===== config.mk =====
export PLATFORM = sky130hd
export DESIGN_NAME = mem_arbiter
export DESIGN_NICKNAME = d
export VERILOG_FILES = /design/src/rtl/riscv_pkg.sv /design/src/rtl/mem_arbiter.sv
export SDC_FILE = /design/constraint.sdc
export NUM_CORES = 1
export LEC_CHECK = 0
export ABC_AREA = 1
export CAP_MARGIN = 30
export CORE_AREA = 2 2 107 109
export CTS_CLUSTER_DIAMETER = 40
export DETAILED_ROUTE_END_ITERATION = 6
export DIE_AREA = 0 0 109 111
export GPL_TIMING_DRIVEN = 0
export SLEW_MARGIN = 15
export SYNTH_ARGS = -nofsm -noshare
export SYNTH_HDL_FRONTEND = slang
export SYNTH_SLANG_ARGS = --single-unit

===== constraint.sdc =====
create_clock -name clk -period 1.67 [get_ports clk]
set_input_delay 0.2505 -clock clk [delete_from_list [all_inputs] [get_ports clk]]
set_output_delay 0.2505 -clock clk [all_outputs]
set_load 0.03 [all_outputs]

===== src/rtl/riscv_pkg.sv =====
// Shared core types: memory arbiter FSM encoding and requester ids.
// Purely declarative; no logic, no latency, no flow control.
// State values stay plain logic constants so existing netlists keep their encoding.
package riscv_pkg;

    typedef logic [1:0] arb_state_t;

    localparam arb_state_t ARB_IDLE    = 2'd0;
    localparam arb_state_t ARB_WAIT_IF = 2'd1;
    localparam arb_state_t ARB_WAIT_DM = 2'd2;

    localparam logic ARB_OWNER_IF = 1'b0;
    localparam logic ARB_OWNER_DM = 1'b1;

endpackage


===== src/rtl/mem_arbiter.sv =====
// Shares one single-port I/D memory between fetch and load/store, one transaction in flight.
// Latency: grant is combinational in an issue slot; response adds no cycles to memory latency.
// Backpressure: requesters hold *_req until *_gnt; MEM_ARB_STARVE_GUARD_EN bounds DM-over-IF priority.
module mem_arbiter
    import riscv_pkg::*;
#(
    parameter int ADDR_WIDTH   = 32,
    parameter int DATA_WIDTH   = 32,
    parameter int STARVE_LIMIT = 4
) (
    input  logic                    clk,
    input  logic                    rst_n,

    input  logic                    if_req,
    input  logic [ADDR_WIDTH-1:0]   if_addr,
    output logic                    if_gnt,
    output logic                    if_rvalid,
    output logic [DATA_WIDTH-1:0]   if_rdata,

    input  logic                    dm_req,
    input  logic                    dm_we,
    input  logic [ADDR_WIDTH-1:0]   dm_addr,
    input  logic [DATA_WIDTH-1:0]   dm_wdata,
    input  logic [DATA_WIDTH/8-1:0] dm_be,
    output logic                    dm_gnt,
    output logic                    dm_rvalid,
    output logic [DATA_WIDTH-1:0]   dm_rdata,

    output logic                    mem_req,
    output logic                    mem_we,
    output logic [ADDR_WIDTH-1:0]   mem_addr,
    output logic [DATA_WIDTH-1:0]   mem_wdata,
    output logic [DATA_WIDTH/8-1:0] mem_be,
    input  logic                    mem_rvalid,
    input  logic [DATA_WIDTH-1:0]   mem_rdata
);

    localparam int BE_WIDTH = DATA_WIDTH / 8;

    arb_state_t state;
    arb_state_t state_nxt;

    logic issue_slot;
    logic force_if;
    logic dm_win;
    logic if_win;
    logic owner;

`ifdef MEM_ARB_STARVE_GUARD_EN
    localparam int CNT_W = (STARVE_LIMIT < 1) ? 1 : $clog2(STARVE_LIMIT + 1);

    logic [CNT_W-1:0] starve_cnt;

    assign force_if = if_req && (starve_cnt == CNT_W'(STARVE_LIMIT));

    // Counts DM wins that overtook a waiting fetch; any fetch grant or idle fetch side resets it.
    always_ff @(posedge clk or negedge rst_n) begin
        if (!rst_n) begin
            starve_cnt <= '0;
        end else if (if_gnt || !if_req) begin
            starve_cnt <= '0;
        end else if (dm_gnt && starve_cnt != CNT_W'(STARVE_LIMIT)) begin
            starve_cnt <= starve_cnt + 1'b1;
        end
    end
`else
    logic unused_starve_limit;

    assign unused_starve_limit = (STARVE_LIMIT != 0);
    assign force_if            = 1'b0;
`endif

    // Outputs are gated by rst_n so everything reads 0 while reset is held.
    always_comb begin
        issue_slot = rst_n && ((state == ARB_IDLE) || mem_rvalid);
        dm_win     = issue_slot && dm_req && !force_if;
        if_win     = issue_slot && if_req && !dm_win;
        owner      = dm_win ? ARB_OWNER_DM : ARB_OWNER_IF;
    end

    always_comb begin
        if_gnt    = if_win;
        dm_gnt    = dm_win;
        mem_req   = if_win || dm_win;
        mem_we    = 1'b0;
        mem_addr  = '0;
        mem_wdata = '0;
        mem_be    = '0;
        if (mem_req) begin
            if (owner == ARB_OWNER_DM) begin
                mem_we    = dm_we;
                mem_addr  = dm_addr;
                mem_wdata = dm_wdata;
                mem_be    = dm_be;
            end else begin
                mem_addr  = if_addr;
                mem_be    = {BE_WIDTH{1'b1}};
            end
        end
    end

    // A response in IDLE belongs to an abandoned transaction and is dropped here.
    always_comb begin
        if_rvalid = rst_n && mem_rvalid && (state == ARB_WAIT_IF);
        dm_rvalid = rst_n && mem_rvalid && (state == ARB_WAIT_DM);
        if_rdata  = if_rvalid ? mem_rdata : '0;
        dm_rdata  = dm_rvalid ? mem_rdata : '0;
    end

    always_comb begin
        state_nxt = state;
        if (issue_slot) begin
            if (dm_win) begin
                state_nxt = ARB_WAIT_DM;
            end else if (if_win) begin
                state_nxt = ARB_WAIT_IF;
            end else begin
                state_nxt = ARB_IDLE;
            end
        end
    end

    always_ff @(posedge clk or negedge rst_n) begin
        if (!rst_n) begin
            state <= ARB_IDLE;
        end else begin
            state <= state_nxt;
        end
    end

endmodule


==> reports/results.ini <==
[outcome]
outcome = finished with violations
violations = setup timing

[worst_setup_path]
cp-start-kind = flip-flop
cp_top_family = buffers and inverters
slowest_delay_ns = 0.41
cp.arrival_ns = 1.75
crit_type = reg2out
crit_path_top_delay_cell = dfrtp_2
end_kind = output pin
cp_cell_sequence = o21ai_4 > nand3_4 > buf_6 > nand2_8 > buf_8 > buf_8 > nand2_2 > nor2_4 > buf_6
critPathRequiredTime_ns = 1.42
cp_num_buf_inv = 4
path_max_fanout = 8

[timing]
finalClockSkew_ns = 0.0007555
finalHoldViolCount = 0
fin_crit_ns = 1.998
setup_slack_ns = -0.3283
rsz0062_at_grt = true
period_share_pct = 119.7
fmax_mhz = 500.4
maxSlewHeadroom_pct = 79.82
slew_viol_final = 0
worst_slew_pin_slew_ns = 0.3026
finalSetupViolCount = 133

[synthesis]
synth_warnings = 0
netlist_area_um2 = 1489
syn_inst = 370
syn-mean-instance-area_um2 = 4.024
ys_ff_latch = 2
ys_seq_area_share_pct = 3.361
synthDistinctLibCells = 17
synth_top_area_cell = nor2_1
synth_top_area_share_pct = 40.59
synth_nets = 508
synth_area_leaders = nor2_1 (41%), inv_1 (26%), nand2_1 (18%)

[clocking]
cts_buffer_depth = 2
htreeDepth = 1
path_clk_slew_ns = 0.03
clock_latency_ns = 0.22
cts_made_buffers = 3
cts_root_buf = clkbuf_16
cts_sinks = 2
cts_tree = done

[floorplanning]
core-area_um2 = 11080
fp.dieW_um = 109
fp-row-count = 39
dieArea_um2 = 12100
ios = 276
start_util_pct = 13.44
die_y_um = 111

[finish]
antenna_cells = 0
multi_input_area_um2 = 1922
final_layout_size_suffix_gt1_share_pct = 53.58
final_nets = 825
design_area_um2 = 6290
seqCellArea_um2 = 52.55
largest_reg_flops = 2
regMostFlops = state
reg_top3 = state x2
utilization_pct = 56.78
synthToLayoutAreaGrowth_pct = 322.4
fillers = 1040

[routing]
drtPass1Iterations = 4
postRouteAntennaNets = 0
vias_per_cell = 3.926
vias = 3251
wl_mm = 11.40
drt_iter0_markers = 82
wl_per_cell_um = 13.76
drcViolationCount = 0

[flow_run]
maxCapViolCount = 0

[power_and_ir_drop]
ir_drop_uv = 260.2
p_leak_nw = 3.116
powerDensity_nw_per_um2 = 379.2

[global_routing]
grt.total_usage_pct = 17.20
overflow = 0
grt_pass1_vias = 3312
grt_pass1_wl_mm = 16.42
antenna_found_initial = 0
grt_start_max_net_pins = 11

[place]
dpl.hpwl_mm = 8.322
routabilityCongestion = 0.7501
port_buffers = 275
postPlaceCellArea_um2 = 5096

[min_path]
worstHoldPathType = in2async

[worst reg2reg max path, stage by stage (launching register included)]
cell	delay (ns)
dfrtp_2	0.41
o21ai_4	0.22
buf_4	0.16
nand3_4	0.13
buf_6	0.20
o21ai_0	0.07
[placed cells by master, fill, tap and decap left out, drive strengths merged]
cell type	instances
buf	175
nor2	161
clkdlybuf4s50	134
inv	104
nand2	74
clkbuf	21
nand3	3
o21ai	3
nor3	2
dlygate4sd2	2
dfrtp	2
clkinv	2
nand4	1
dlygate4sd3	1
[path summary, 6_finish.rpt]
| check | to | start | slack (ns) | depth (start not counted) |
|---|---|---|---|---|
| worst min register to register | state[1]$_DFFE_PN0P_ | state[1]$_DFFE_PN0P_ | 0.66 | 2 |
| worst max register to register | state[1]$_DFFE_PN0P_ | state[1]$_DFFE_PN0P_ | 0.39 | 5 |
| worst min-delay path | state[0]$_DFFE_PN0P_ | rst_n | 0.57 | 2 |
| max in group asynchronous | state[1]$_DFFE_PN0P_ | rst_n | 0.96 | 2 |
| min in group clk | state[1]$_DFFE_PN0P_ | mem_rvalid | 0.58 | 4 |
| worst max-delay path | mem_addr[19] | state[1]$_DFFE_PN0P_ | -0.33 | 9 |
[metrics by stage]
stage	hold slack (ns)	cells	power, mW	TNS (ns)	setup slack, ns
floorplan	-0.04509	370	0.8819	-1.277	-0.07833
global placement	0.4936	788	1.596	-125.18	-1.070
detailed placement	0.5004	788	1.609	-131.64	-1.136
CTS	0.5445	815	2.283	-24.46	-0.3295
global route	0.5881	828	2.513	-32.87	-0.4114
finish	0.5659	828	2.385	-24.21	-0.3283
[cells in the mapped netlist]
| library cell | n |
|---|---|
| nor2_1 | 161 |
| inv_1 | 103 |
| nand2_1 | 73 |
| clkbuf_1 | 9 |
| buf_2 | 5 |
| buf_4 | 3 |
| inv_2 | 3 |
| dfrtp_1 | 2 |
| nor3_2 | 2 |
| o21ai_0 | 2 |
| buf_1 | 1 |
| buf_6 | 1 |
| nand2_2 | 1 |
| nand3_1 | 1 |
| nand3_2 | 1 |
| nand4_1 | 1 |
| o21ai_2 | 1 |
[kinds of logic after synthesis]
family / share of synthesized area, %
and+or+nand+nor: 62.19
buffers and inverters: 33.19
AOI/OAI and AO/OA: 1.261
DFF: 3.361
[cell type report]
class                   count  area share [%]
plain buffers              18           4.794
clock buffers               3           1.194
inverters                 106           6.644
multi-input cells         244           30.55
flip-flops and latches      2          0.8355
well taps                 143           2.845
repair buffers            312           53.13
[where the power goes]
| group | total, mW | switching (mW) | internal [mW] | leakage, nW |
|---|---|---|---|---|
| clock | 0.358 | 0.0531 | 0.304 | 0.0370 |
| combinational | 1.96 | 1.00 | 0.955 | 3.06 |
| sequential | 0.0676 | 0.00964 | 0.0579 | 0.0223 |
| total | 2.38 | 1.07 | 1.32 | 3.12 |
[per-layer routing]
metal / routed length (um) / vias up / track usage, %
met3: 1269 / 16 / 6.173
met5: 0 / - / 0
li1: - / 1637 / -
met2: 6175 / 160 / 33.83
met1: 3749 / 1438 / 16.36
met4: 200 / 0 / 4.188
[timing repair]
action | in CTS | in global routing
resized for setup | 1043 | 75
hold buffers | 1 | 0
pin swaps | 13 | 13
hold endpoints to repair | 2 | 0
setup buffers | 13 | 13
endpoints found under the setup margin | 138 | 137
gates cloned | 10 | 2
No activity file was read; power rests on OpenSTA's default activity.
